`src/rtl/mc_ctrl_pkg.sv`:
```
// Shared definitions for the multicycle control unit and the datapath:
// opcodes, FSM state encoding, ALU operation codes and mux select codes.
package mc_ctrl_pkg;

  localparam int OPC_W_DEF = 6;

  localparam logic [5:0] OP_AND  = 6'd0;
  localparam logic [5:0] OP_ADD  = 6'd1;
  localparam logic [5:0] OP_SUB  = 6'd2;
  localparam logic [5:0] OP_ANDI = 6'd3;
  localparam logic [5:0] OP_ADDI = 6'd4;
  localparam logic [5:0] OP_LW   = 6'd5;
  localparam logic [5:0] OP_SW   = 6'd6;
  localparam logic [5:0] OP_BEQ  = 6'd7;
  localparam logic [5:0] OP_BNE  = 6'd8;
  localparam logic [5:0] OP_J    = 6'd9;
  localparam logic [5:0] OP_HALT = 6'd10;

  typedef enum logic [2:0] {
    S_FETCH  = 3'd0,
    S_DECODE = 3'd1,
    S_EXEC   = 3'd2,
    S_MEM    = 3'd3,
    S_WB     = 3'd4,
    S_HALTED = 3'd5
  } state_t;

  localparam logic [2:0] ALU_ADD = 3'd0;
  localparam logic [2:0] ALU_SUB = 3'd1;
  localparam logic [2:0] ALU_AND = 3'd2;

  localparam logic [1:0] PC_ALU    = 2'd0;
  localparam logic [1:0] PC_ALUOUT = 2'd1;
  localparam logic [1:0] PC_JUMP   = 2'd2;

  localparam logic [1:0] SRCB_REG = 2'd0;
  localparam logic [1:0] SRCB_ONE = 2'd1;
  localparam logic [1:0] SRCB_IMM = 2'd2;

  // ALU function for R-type and immediate arithmetic opcodes.
  function automatic logic [2:0] alu_op_for(input logic [5:0] opc);
    logic [2:0] op;
    case (opc)
      OP_AND, OP_ANDI: op = ALU_AND;
      OP_SUB:          op = ALU_SUB;
      OP_ADD, OP_ADDI: op = ALU_ADD;
      default:         op = ALU_ADD;
    endcase
    return op;
  endfunction

endpackage

```
`src/rtl/mc_ctrl_decode.sv`:
```
// Combinational opcode classifier for the multicycle control unit.
// Exactly one class output is high for any opcode value.
module mc_ctrl_decode
  import mc_ctrl_pkg::*;
#(
  parameter int OPC_W = 6
) (
  input  logic [OPC_W-1:0] opcode,
  output logic             is_rtype,
  output logic             is_itype,
  output logic             is_load,
  output logic             is_store,
  output logic             is_branch,
  output logic             is_jump,
  output logic             is_halt,
  output logic             is_illegal
);

  // Classify the opcode; anything not listed is illegal.
  always_comb begin
    is_rtype   = 1'b0;
    is_itype   = 1'b0;
    is_load    = 1'b0;
    is_store   = 1'b0;
    is_branch  = 1'b0;
    is_jump    = 1'b0;
    is_halt    = 1'b0;
    is_illegal = 1'b0;
    case (opcode)
      OPC_W'(OP_AND), OPC_W'(OP_ADD), OPC_W'(OP_SUB): is_rtype  = 1'b1;
      OPC_W'(OP_ANDI), OPC_W'(OP_ADDI):               is_itype  = 1'b1;
      OPC_W'(OP_LW):                                  is_load   = 1'b1;
      OPC_W'(OP_SW):                                  is_store  = 1'b1;
      OPC_W'(OP_BEQ), OPC_W'(OP_BNE):                 is_branch = 1'b1;
      OPC_W'(OP_J):                                   is_jump   = 1'b1;
      OPC_W'(OP_HALT):                                is_halt   = 1'b1;
      default:                                        is_illegal = 1'b1;
    endcase
  end

endmodule

```
`src/rtl/mc_control_unit.sv`:
```
// Multicycle FSM control unit: FETCH/DECODE/EXEC/MEM/WB with memory-wait stalls.
// Optional performance counters are built when MC_PERF_CNT_EN is defined.
module mc_control_unit
  import mc_ctrl_pkg::*;
#(
  parameter int OPC_W = 6,
  parameter int CNT_W = 32
) (
  input  logic             clk,
  input  logic             rst,
  input  logic [OPC_W-1:0] opcode,
  input  logic             alu_zero,
  input  logic             mem_ready,
  output logic             pc_write,
  output logic [1:0]       pc_src,
  output logic             ir_write,
  output logic             iord,
  output logic             mem_read,
  output logic             mem_write,
  output logic             reg_write,
  output logic             reg_dst,
  output logic             mem_to_reg,
  output logic             alu_src_a,
  output logic [1:0]       alu_src_b,
  output logic [2:0]       alu_op,
  output logic [2:0]       state,
  output logic             halted,
  output logic             illegal,
  output logic [CNT_W-1:0] cycle_cnt,
  output logic [CNT_W-1:0] instr_cnt
);

  state_t state_q, state_d;
  logic   illegal_q, illegal_d;

  logic       pc_write_s, ir_write_s, iord_s, mem_read_s, mem_write_s;
  logic       reg_write_s, reg_dst_s, mem_to_reg_s, alu_src_a_s, halted_s;
  logic [1:0] pc_src_s, alu_src_b_s;
  logic [2:0] alu_op_s;

  logic is_rtype, is_itype, is_load, is_store;
  logic is_branch, is_jump, is_halt, is_illegal;

  mc_ctrl_decode #(.OPC_W(OPC_W)) u_decode (
    .opcode    (opcode),
    .is_rtype  (is_rtype),
    .is_itype  (is_itype),
    .is_load   (is_load),
    .is_store  (is_store),
    .is_branch (is_branch),
    .is_jump   (is_jump),
    .is_halt   (is_halt),
    .is_illegal(is_illegal)
  );

  // State and sticky illegal-opcode flag.
  always_ff @(posedge clk) begin
    if (rst) begin
      state_q   <= S_FETCH;
      illegal_q <= 1'b0;
    end else begin
      state_q   <= state_d;
      illegal_q <= illegal_d;
    end
  end

  // Next state and control outputs from the registered state plus gating inputs.
  always_comb begin
    state_d      = state_q;
    illegal_d    = illegal_q;
    pc_write_s   = 1'b0;
    pc_src_s     = PC_ALU;
    ir_write_s   = 1'b0;
    iord_s       = 1'b0;
    mem_read_s   = 1'b0;
    mem_write_s  = 1'b0;
    reg_write_s  = 1'b0;
    reg_dst_s    = 1'b0;
    mem_to_reg_s = 1'b0;
    alu_src_a_s  = 1'b0;
    alu_src_b_s  = SRCB_REG;
    alu_op_s     = ALU_ADD;
    halted_s     = 1'b0;
    case (state_q)
      S_FETCH: begin
        mem_read_s  = 1'b1;
        alu_src_b_s = SRCB_ONE;
        if (mem_ready) begin
          ir_write_s = 1'b1;
          pc_write_s = 1'b1;
          state_d    = S_DECODE;
        end else begin
          state_d = S_FETCH;
        end
      end
      S_DECODE: begin
        // ALUOut captures PC + imm here so EXEC can branch without recomputing.
        alu_src_b_s = SRCB_IMM;
        if (is_jump) begin
          pc_write_s = 1'b1;
          pc_src_s   = PC_JUMP;
          state_d    = S_FETCH;
        end else if (is_halt) begin
          state_d = S_HALTED;
        end else if (is_illegal) begin
          illegal_d = 1'b1;
          state_d   = S_FETCH;
        end else begin
          state_d = S_EXEC;
        end
      end
      S_EXEC: begin
        if (is_rtype) begin
          alu_src_a_s = 1'b1;
          alu_src_b_s = SRCB_REG;
          alu_op_s    = alu_op_for(6'(opcode));
          state_d     = S_WB;
        end else if (is_itype) begin
          alu_src_a_s = 1'b1;
          alu_src_b_s = SRCB_IMM;
          alu_op_s    = alu_op_for(6'(opcode));
          state_d     = S_WB;
        end else if (is_load || is_store) begin
          alu_src_a_s = 1'b1;
          alu_src_b_s = SRCB_IMM;
          alu_op_s    = ALU_ADD;
          state_d     = S_MEM;
        end else if (is_branch) begin
          alu_src_a_s = 1'b1;
          alu_src_b_s = SRCB_REG;
          alu_op_s    = ALU_SUB;
          pc_src_s    = PC_ALUOUT;
          pc_write_s  = (opcode == OPC_W'(OP_BEQ)) ? alu_zero : ~alu_zero;
          state_d     = S_FETCH;
        end else begin
          state_d = S_FETCH;
        end
      end
      S_MEM: begin
        iord_s = 1'b1;
        if (is_load) begin
          mem_read_s = 1'b1;
          state_d    = mem_ready ? S_WB : S_MEM;
        end else if (is_store) begin
          mem_write_s = 1'b1;
          state_d     = mem_ready ? S_FETCH : S_MEM;
        end else begin
          state_d = S_FETCH;
        end
      end
      S_WB: begin
        reg_write_s = 1'b1;
        if (is_rtype) begin
          reg_dst_s = 1'b1;
        end else if (is_load) begin
          mem_to_reg_s = 1'b1;
        end else begin
          reg_dst_s = 1'b0;
        end
        state_d = S_FETCH;
      end
      S_HALTED: begin
        halted_s = 1'b1;
        state_d  = S_HALTED;
      end
      default: begin
        state_d = S_FETCH;
      end
    endcase
  end

  // Reset masks every output immediately, so an aborted instruction drops its strobes.
  assign pc_write   = pc_write_s & ~rst;
  assign pc_src     = rst ? 2'b00 : pc_src_s;
  assign ir_write   = ir_write_s & ~rst;
  assign iord       = iord_s & ~rst;
  assign mem_read   = mem_read_s & ~rst;
  assign mem_write  = mem_write_s & ~rst;
  assign reg_write  = reg_write_s & ~rst;
  assign reg_dst    = reg_dst_s & ~rst;
  assign mem_to_reg = mem_to_reg_s & ~rst;
  assign alu_src_a  = alu_src_a_s & ~rst;
  assign alu_src_b  = rst ? 2'b00 : alu_src_b_s;
  assign alu_op     = rst ? 3'b000 : alu_op_s;
  assign state      = rst ? 3'b000 : state_q;
  assign halted     = halted_s & ~rst;
  assign illegal    = illegal_q & ~rst;

`ifdef MC_PERF_CNT_EN
  logic [CNT_W-1:0] cycle_cnt_q, instr_cnt_q;
  logic             retire_s;

  // Last cycle of an instruction.
  always_comb begin
    retire_s = 1'b0;
    case (state_q)
      S_DECODE: retire_s = is_jump | is_halt | is_illegal;
      S_EXEC:   retire_s = is_branch;
      S_MEM:    retire_s = is_store & mem_ready;
      S_WB:     retire_s = 1'b1;
      default:  retire_s = 1'b0;
    endcase
  end

  // Free-running cycle and retired-instruction counters, wrapping naturally.
  always_ff @(posedge clk) begin
    if (rst) begin
      cycle_cnt_q <= {CNT_W{1'b0}};
      instr_cnt_q <= {CNT_W{1'b0}};
    end else begin
      cycle_cnt_q <= cycle_cnt_q + {{(CNT_W-1){1'b0}}, 1'b1};
      instr_cnt_q <= instr_cnt_q + {{(CNT_W-1){1'b0}}, retire_s};
    end
  end

  assign cycle_cnt = rst ? {CNT_W{1'b0}} : cycle_cnt_q;
  assign instr_cnt = rst ? {CNT_W{1'b0}} : instr_cnt_q;
`else
  assign cycle_cnt = {CNT_W{1'b0}};
  assign instr_cnt = {CNT_W{1'b0}};
`endif

endmodule

```
`config.mk`:
```
export PLATFORM = sky130hd
export DESIGN_NAME = mc_control_unit
export DESIGN_NICKNAME = d
export VERILOG_FILES = /design/src/rtl/mc_ctrl_pkg.sv /design/src/rtl/mc_ctrl_decode.sv /design/src/rtl/mc_control_unit.sv
export SDC_FILE = /design/constraint.sdc
export NUM_CORES = 1
export LEC_CHECK = 0
export CAP_MARGIN = 20
export CORE_AREA = 2 2 62 64
export DETAILED_ROUTE_END_ITERATION = 6
export DIE_AREA = 0 0 64 66
export PLACE_DENSITY = 0.89
export SYNTH_ARGS = -nofsm -noshare
export SYNTH_HDL_FRONTEND = slang
export SYNTH_SLANG_ARGS = --single-unit
```
`constraint.sdc`:
```
create_clock -name clk -period 1.7 [get_ports clk]
set_input_delay 0.34 -clock clk [delete_from_list [all_inputs] [get_ports clk]]
set_output_delay 0.34 -clock clk [all_outputs]
set_load 0.05 [all_outputs]
```
* Word level (Yosys, flattened, before mapping)
Index checks and enable logic that the tools add are counted.
** Word-level totals
- Flip-flop bits (word level) :: 4
- Input bits :: 10
- Logic and storage cells :: 107
** Operators by class
- Eq/ne operators :: 15
- Multiplexer cells :: 65
- Bitwise logic cells :: 16
- Reductions and logical operators :: 9
** Operators with widths (count)
- 1-bit two-way mux :: 38
- 3-bit two-way mux :: 11
- 6-bit by 3-bit equality test with 1-bit output (second input constant) :: 4
- 2-bit two-way mux :: 10
- 6-bit by 4-bit equality test with 1-bit output (second input constant) :: 3
- 3-bit case mux with 5 select lines :: 1
- 6-bit by 2-bit equality test with 1-bit output (second input constant) :: 2
- 1-bit bitwise AND :: 11
- 11-bit OR reduction :: 1
- 2-bit case mux with 2 select lines :: 2
- 3-bit by 2-bit equality test with 1-bit output (second input constant) :: 2
- 3-bit equality test (second input constant) :: 2
- 6-bit by 1-bit equality test with 1-bit output (second input constant) :: 1
- 6-bit zero test :: 1
- 2-bit case mux with 3 select lines :: 1
- 2-bit OR reduction :: 3
- 1-bit NOT :: 5
- 4-bit AND reduction :: 1
- 3-bit by 1-bit equality test with 1-bit output (second input constant) :: 1
- 3-bit zero test :: 1
- 1-bit case mux with 3 select lines :: 1
- 3-bit OR reduction :: 1
- 1-bit case mux with 2 select lines :: 1
- 1-bit logical OR :: 1

* Longest topological paths before layout
Gate-level depths: netlist of run 1.
- Word-level depth :: 9
- Depth in mapped cells :: 5

* By module
Synthesis of run 1 repeated with hierarchy kept, for this count alone.
** Unflattened totals
- Cell total of the unflattened synthesis :: 152
- Area total of the unflattened synthesis :: 1118.6 um2
** Modules (own cells, without submodules)
- mc_control_unit :: times used 1, cells each 136, area an instance 985.9 um2, seq. area each 80.1 um2
- mc_ctrl_decode :: times used 1, cells each 16, area an instance 132.6 um2, seq. area each 0.0 um2

* Worst setup path after synthesis of run 1
OpenSTA, ideal clock, no wires.
- Path kind :: input to output
- Start :: input opcode[1]
- End :: output alu_op[0]
- Arrival :: 2.515 ns
- Required time :: 1.360 ns
- Setup slack :: -1.155 ns
- Stages on the path :: 5
- Path through :: buf_4 -> or2_2 -> nor3b_1 -> a21oi_1 -> nor4_1
** Between the ends
- Longest elaborated chain between the ends :: 9
- Elaborated cells on any way between the ends :: 26
- Classes of those cells :: eq/ne: 8; mux: 12; reduce/logical: 6
** RTL lines
- start, declared :: RTL line mc_control_unit.sv:11 : input logic [OPC_W-1:0] opcode,
- 6-bit by 3-bit equality test with 1-bit output / 6-bit by 4-bit equality test with 1-bit output (equally long branches) :: RTL line mc_ctrl_decode.sv:29 : case (opcode)
- 2-bit OR reduction :: RTL line mc_ctrl_decode.sv:29
- 1-bit two-way mux :: RTL line mc_ctrl_decode.sv:29
- 1-bit two-way mux :: RTL line mc_control_unit.sv:128 : end else if (is_branch) begin
- 1-bit two-way mux :: RTL line mc_control_unit.sv:123 : end else if (is_load || is_store) begin
- 3-bit two-way mux :: RTL line mc_control_unit.sv:118 : end else if (is_itype) begin
- 3-bit two-way mux * :: RTL line mc_control_unit.sv:113 : if (is_rtype) begin
- 3-bit two-way mux * :: RTL line mc_control_unit.sv:84 : case (state_q)
- 3-bit two-way mux * :: RTL line mc_control_unit.sv:184 : assign alu_op = rst ? 3'b000 : alu_op_s;
- end, declared :: RTL line mc_control_unit.sv:25 : output logic [2:0] alu_op,
Mark *: on every way between the ends. The rest lies on a longest branch, timed or not.

* Worst setup path in the final report of run 1
- Start :: register state_q[2]
- End :: output alu_op[0]
** Between the ends
- Longest elaborated chain between the ends :: 3
** RTL lines
- start, declared :: RTL line mc_control_unit.sv:33 : state_t state_q, state_d;
- start signal, assigned :: RTL line mc_control_unit.sv:62 : state_q <= state_d;
- 3-bit by 2-bit equality test with 1-bit output :: RTL line mc_control_unit.sv:84
- 3-bit two-way mux :: RTL line mc_control_unit.sv:84
- 3-bit two-way mux :: RTL line mc_control_unit.sv:184
No other way between the ends.

==> metrics.yaml, run 1 <==
clock_tree:
  tritoncts: "built"
  cts_root_buffer: "clkbuf_4"
  ctsHoldBuffers: 0
  cts-buffers-inserted: 3
  clkLatencyLatePin_ns: 0.23
  clkSlewWorstSetupHoldPaths_ns: 0.04
  clockBufferDepth: 2
  h-tree-depth: 1
  cts.sinks: 4
synthesis:
  postSynthCellCount: 151
  syn_area_per_cell_um2: 7.31
  synth_top_area_share_pct: 44.9
  ys_types: 39
  async_flop_share_pct: 0
  ys_seq_area_share_pct: 7.26
  synth_enable_flop_cells: 0
  synth_area_leaders: "buf_4 (45%), dfxtp_1 (7.3%), nor4b_4 (4.3%), a21oi_1 (4.1%), nand2_1 (2.7%)"
  synth_common_cells: "buf_4 (66), a21oi_1 (9), nand2_1 (8)"
  yosysMostFrequentCell: "buf_4"
  ys_seq_elements: 4
  yosys.area.top_type: "buf_4"
  synth_ff_type: "dfxtp_1"
  synth_area_mm2: 0.00110
  yosys_warnings: 0
worst_setup_path:
  endpoint_kind: "output port"
  path_buf_inv: 2
  cp_data_arrival_time_ns: 1.64
  critPathMaxFanout: 2
  critPathTopFamily: "simple AND/OR/NAND/NOR gates"
  crit_top_cell: "buf_12"
  cpPeakStageDelay_ns: 0.34
  crit_path_start: "state_q[2]$_SDFF_PP0_"
  cp.required_ns: 1.36
  crit_chain: "or2_4, nor2_4, nand2_4, buf_12, nor4_4, buf_12"
  reg2reg_from: "state_q[1]$_SDFF_PP0_"
  critPathKind: "flop to output port"
  crit_path_start_kind: "flop"
  slowest_stage: "dfxtp_4"
layout:
  num-fill-cells: 277
  fin_cells: 278
  finish.instance_area_mm2: 0.00221
  nNetsFinal: 242
  syn_to_final_growth_pct: 100
  diodes: 0
  layout-drive-gt1-share_pct: 56.1
min_path:
  min_from: "illegal_q$_SDFFE_PP0P_"
  hold_path.class: "flop to flop"
global_routing:
  grt_pass1_vias: 1172
  grt_pass1_wl_mm: 5.78
  grt_max_degree: 12
  grt_usage_pct: 17.8
  grt_overflow: 0
  antenna_found_initial: 0
sta:
  layout_setup_ws_ns: -0.281
  period_share_pct: 117
  whs_ns: 0.470
  setup_viol: 14
  rsz0062_at_grt: "yes"
  period_needed_ns: 1.98
  slew_violations: 0
  max_freq_mhz: 505
  finalHoldViolations: 0
  skew_ns: 0.00291
place:
  pre_cts_slack_ns: -0.533
  placed_cell_area_mm2: 0.00182
  dp_hpwl_mm: 2.39
  place_inst: 257
  gp_congestion: 0.861
  port_buffers: 29
floorplan:
  die_area_mm2: 0.00422
  fp-row-count: 22
  die_w_um: 64
  die_h_um: 66
  ioPinCount: 95
  start_util_pct: 31.1
  core-area_mm2: 0.00355
job:
  maxCapViolCount: 0
power:
  p_leak_nw: 1.03
  power_density_mw_per_mm2: 406
  peakVddDrop_uv: 186
  fin_total_pwr_w: 0.000898
drt:
  first_pass_iters: 4
  num_vias: 1190
  drt_wl_total_mm: 3.82
  via_per_inst: 4.28
  routedWlPerCell_um: 13.7
  drcViolationCount: 0
  drt_iter0_markers: 11
  ant_nets: 0
status:
  violations: "negative setup slack"
  status: "complete, but fails checks"
==> cell families (layout without fill, tap and decap cells) <==
family                    after synthesis  after routing  synth area share, %
buffers and inverters                  77             92                 50.2
and+or+nand+nor                        45             45                 27.3
AOI/OAI and AO/OA                      21             21                 12.5
DFF                                     4              4                 7.26
xor gates and xnor gates                3              3                 2.38
other                                   1             65                0.340
==> sequential cells by signal (all words and copies together) (netlist names) <==
| register | cells |
|---|---|
| illegal_q | 1 |
| state_q | 3 |
==> timing repair <==
item	4_1_cts	5_1_grt
gates resized for setup	73	13
setup endpoints to repair	24	16
setup buffers	19	1
pin swaps	24	6
==> cells in the final DEF, fill, tap and decap left out, types with 2 or more instances in the layout <==
cell and count:
conb_1 65, buf_4 37, buf_12 25, buf_6 13
nor2_4 4, nor4b_4 4, a21oi_4 4, nand2_1 4
inv_1 4, clkbuf_4 4, nor2b_1 3, nor4_4 3
a21oi_1 3, buf_2 3, xor2_1 2, nor2_1 2
or2_4 2, a21oi_2 2, nand2_4 2, nor3_4 2
nand2b_4 2, nand3_2 2, nand2_2 2, or3_4 2
inv_2 2, a211oi_1 2, nand3_1 2, buf_8 2
dfxtp_2 2
==> path summary, 6_finish.rpt <==
| check | cells past startpoint | to | slack, ns |
|---|---|---|---|
| max | 6 | alu_op[0] | -0.28 |
| min | 2 | illegal_q$_SDFFE_PP0P_ | 0.47 |
| max reg2reg | 6 | state_q[1]$_SDFF_PP0_ | 0.26 |
| min reg2reg | 2 | illegal_q$_SDFFE_PP0P_ | 0.47 |
==> worst reg2reg max path, stage by stage (launching register included) <==
cell and delay (ns):
dfxtp_2 0.33, buf_12 0.14, nand2b_1 0.17, buf_6 0.15, a211oi_1 0.28, and3_1 0.20
o21a_1 0.10
==> power by group <==
group	internal (W)	total, W	switching [W]
clock	0.0000788	0.000115	0.0000364
combinational	0.000188	0.000682	0.000494
sequential	0.0000972	0.000101	0.00000342
==> layer usage <==
layer | part of all wire (%) | wire length (µm) | GRT usage, % | vias up
met5 | 0 | 0 | 0 | -
met4 | 6.9 | 265 | 12.2 | 0
met3 | 6.3 | 239 | 2.56 | 26
met2 | 53 | 2030 | 32.7 | 79
met1 | 34 | 1290 | 18.8 | 544
li1 | - | - | - | 541
==> final cells by class <==
| cell class | instances | area (µm²) | share of cell area, % |
|---|---|---|---|
| multi-input combinational | 134 | 1020 | 46.3 |
| timing repair buffer | 83 | 996 | 45.0 |
| sequential | 4 | 86.3 | 3.90 |
| inverter | 6 | 22.5 | 1.02 |
| clock buffer | 3 | 22.5 | 1.02 |
| tap | 48 | 60.1 | 2.72 |
==> metrics by stage <==
stage | setup TNS [ns] | utilization, %
floorplan | -1.14 | -
global placement | -7.48 | 51.3
detailed placement | -8.03 | 51.3
CTS | -2.45 | 61.3
global route | -2.95 | 62.3
finish | -2.28 | 62.3
(Power assumes the default switching activity.)
==> inputs of run 2 (changes only) <==
--- a/config.mk
+++ b/config.mk
@@ -5,11 +5,11 @@
 export SDC_FILE = /design/constraint.sdc
 export NUM_CORES = 1
 export LEC_CHECK = 0
-export CAP_MARGIN = 20
 export CORE_AREA = 2 2 62 64
 export DETAILED_ROUTE_END_ITERATION = 6
 export DIE_AREA = 0 0 64 66
-export PLACE_DENSITY = 0.89
+export PLACE_DENSITY = 0.9
+export SLEW_MARGIN = 20
 export SYNTH_ARGS = -nofsm -noshare
 export SYNTH_HDL_FRONTEND = slang
 export SYNTH_SLANG_ARGS = --single-unit
==> run 2 against run 1 <==
The flow still finishes with violations (negative setup slack). Clock power rose by 13%. Critical path type unchanged. Die area stayed put. Highest routed layer unchanged. Global-route usage down 3.2 points. Via count shrank 4.8%.
==> metrics.yaml, run 2 (synthesis results as in run 1) <==
worst_setup_path:
  cp_data_arrival_time_ns: 1.63  # was 1.64 ns
  reg2reg_from: "state_q[1]$_SDFF_PP0_"  # unchanged
  critPathKind: "flop to output port"  # unchanged
  slowest_stage: "dfxtp_4"  # unchanged
  crit_path_start: "state_q[2]$_SDFF_PP0_"  # unchanged
  critPathMaxFanout: 3  # was 2
  crit_top_cell: "buf_12"  # unchanged
  cp.required_ns: 1.36  # about the same
  cpPeakStageDelay_ns: 0.34  # about the same
  endpoint_kind: "output port"  # unchanged
  crit_chain: "or2_4, nor2_4, nand2_4, buf_12, nor4_4, buf_12"  # unchanged
  crit_path_start_kind: "flop"  # unchanged
global_routing:
  grt.busiest_layer: "met2"  # unchanged
  grtUsageMet3_pct: 1.36  # was 2.56%
  grt_pass1_wl_mm: 4.83  # was 5.78 mm
  grt_usage_pct: 14.6  # was 17.8%
  use_met2_pct: 30.9  # was 32.7%
  use_met1_pct: 14.1  # was 18.8%
  grt_max_degree: 15  # was 12
  antenna_found_initial: 0  # unchanged
  grt_overflow: 0  # unchanged
  grt_pass1_vias: 1024  # was 1172
drt:
  first_pass_iters: 4  # unchanged
  drt_wl_total_mm: 3.41  # was 3.82 mm
  num_vias: 1133  # was 1190
  via_per_inst: 4.11  # was 4.28
  routedWlPerCell_um: 12.4  # was 13.7 µm
  ant_nets: 0  # unchanged
  drcViolationCount: 0  # unchanged
  drt_iter0_markers: 10  # was 11
min_path:
  hold_path.class: "input pin to flop"  # was flop to flop
  min_from: "rst"  # was illegal_q$_SDFFE_PP0P_
sta:
  period_needed_ns: 1.97  # was 1.98 ns
  slew_violations: 0  # unchanged
  skew_ns: 0.000700  # was 0.00291 ns
  layout_setup_ws_ns: -0.274  # was -0.281 ns
  finalHoldViolations: 0  # unchanged
  period_share_pct: 116  # was 117%
  max_freq_mhz: 506  # was 505 MHz
  rsz0062_at_grt: "yes"  # unchanged
  whs_ns: 0.424  # was 0.470 ns
  setup_viol: 16  # was 14
layout:
  layout-drive-gt1-share_pct: 54.4  # was 56.1%
  layout_commonest_cell: "conb_1"  # unchanged
  regArea_um2: 86.3  # unchanged
  layout_common_cells: "conb_1 (65), buf_4 (34), buf_12 (23), buf_6 (16)"  # was conb_1 (65), buf_4 (37), buf_12 (25), buf_6 (13)
  largest_reg_flops: 3  # unchanged
  fin_util_pct: 60.1  # was 62.3%
  multi_input_area_um2: 973  # was 0.00102 mm²
  syn_to_final_growth_pct: 93.5  # was 100%
  nNetsFinal: 240  # was 242
  diodes: 0  # unchanged
  largest_register: "state_q"  # unchanged
  top_regs: "state_q (3), illegal_q (1)"  # unchanged
  num-fill-cells: 285  # was 277
clock_tree:
  clockBufferDepth: 2  # unchanged
  clkSlewWorstSetupHoldPaths_ns: 0.04  # about the same
  clkLatencyLatePin_ns: 0.25  # was 0.23 ns
  h-tree-depth: 1  # unchanged
  cts.sinks: 4  # unchanged
  cts-buffers-inserted: 3  # unchanged
  tritoncts: "built"  # unchanged
  cts_root_buffer: "clkbuf_4"  # unchanged
  ctsHoldBuffers: 0  # unchanged
floorplan:
  core-area_mm2: 0.00355  # unchanged
  ioPinCount: 95  # unchanged
  die_area_mm2: 0.00422  # unchanged
  start_util_pct: 31.1  # unchanged
  die_h_um: 66  # unchanged
  die_w_um: 64  # unchanged
  fp-row-count: 22  # unchanged
power:
  p_leak_nw: 1.01  # was 1.03 nW
  peakVddDrop_uv: 212  # was 186 µV
  power_density_mw_per_mm2: 416  # was 406 mW/mm²
status:
  status: "complete, but fails checks"  # unchanged
  violations: "negative setup slack"  # unchanged
place:
  gp_congestion: 0.838  # was 0.861
  dp_hpwl_mm: 2.36  # was 2.39 mm
  port_buffers: 29  # unchanged
job:
  maxCapViolCount: 0  # unchanged
run 2: changes by cell type in the layout (fill, tap and decap cells not counted), moves of 2 or more:
cell     previous run  this run
a21oi_4             4         2
buf_12             25        23
buf_4              37        34
buf_6              13        16
run 2: stage by stage:
stage | worst slack, ns | cells | total power (W) | instance area [µm²] | setup TNS (ns)
after floorplan | -0.259 | 215 | 0.000673 | 1520 | -1.14
after global placement | -0.514 | 253 | 0.000684 | 1790 | -7.28
after detailed placement | -0.633 | 253 | 0.000693 | 1790 | -7.99
after CTS | -0.311 | 272 | 0.000865 | 2070 | -1.99
after global routing | -0.306 | 276 | 0.000916 | 2140 | -2.90
final | -0.274 | 276 | 0.000888 | 2140 | -2.41
run 2: final timing paths:
path                                  to  slack, ns  cells after the start
setup / recovery               alu_op[0]      -0.27                      6
hold / removal    illegal_q$_SDFFE_PP0P_       0.42                      3
setup reg to reg   state_q[1]$_SDFF_PP0_       0.21                      6
hold reg to reg   illegal_q$_SDFFE_PP0P_       0.48                      2
run 2: cell type report:
cell class	count	share of cell area, %
multi-input cells	134	45.6
repair buffers	81	45.3
flip-flops and latches	4	4.04
well taps	48	2.81
inverters	6	1.17
clock buffers	3	1.05
run 2: critical path, delay by kind of cell, from the launching register on:
family        cells  cell delay (ns)
flops             1             0.34
simple gates      4             0.74
buf+inv           2             0.31
run 2: routing by layer:
layer	part of all wire, %	vias to the layer above
li1	-	540
met1	34	532
met2	59	59
met3	6.2	2
met4	0.79	0
met5	0	-
run 2: power by group:
group          internal [W]  switching, W
logic              0.000178      0.000480
clock network     0.0000797     0.0000499
registers         0.0000971    0.00000352
run 2: repair_timing:
action,4_1_cts,5_1_grt
setup buffers,16,4
resized for setup,68,8
pin swaps,23,5
endpoints found under the setup margin,22,15
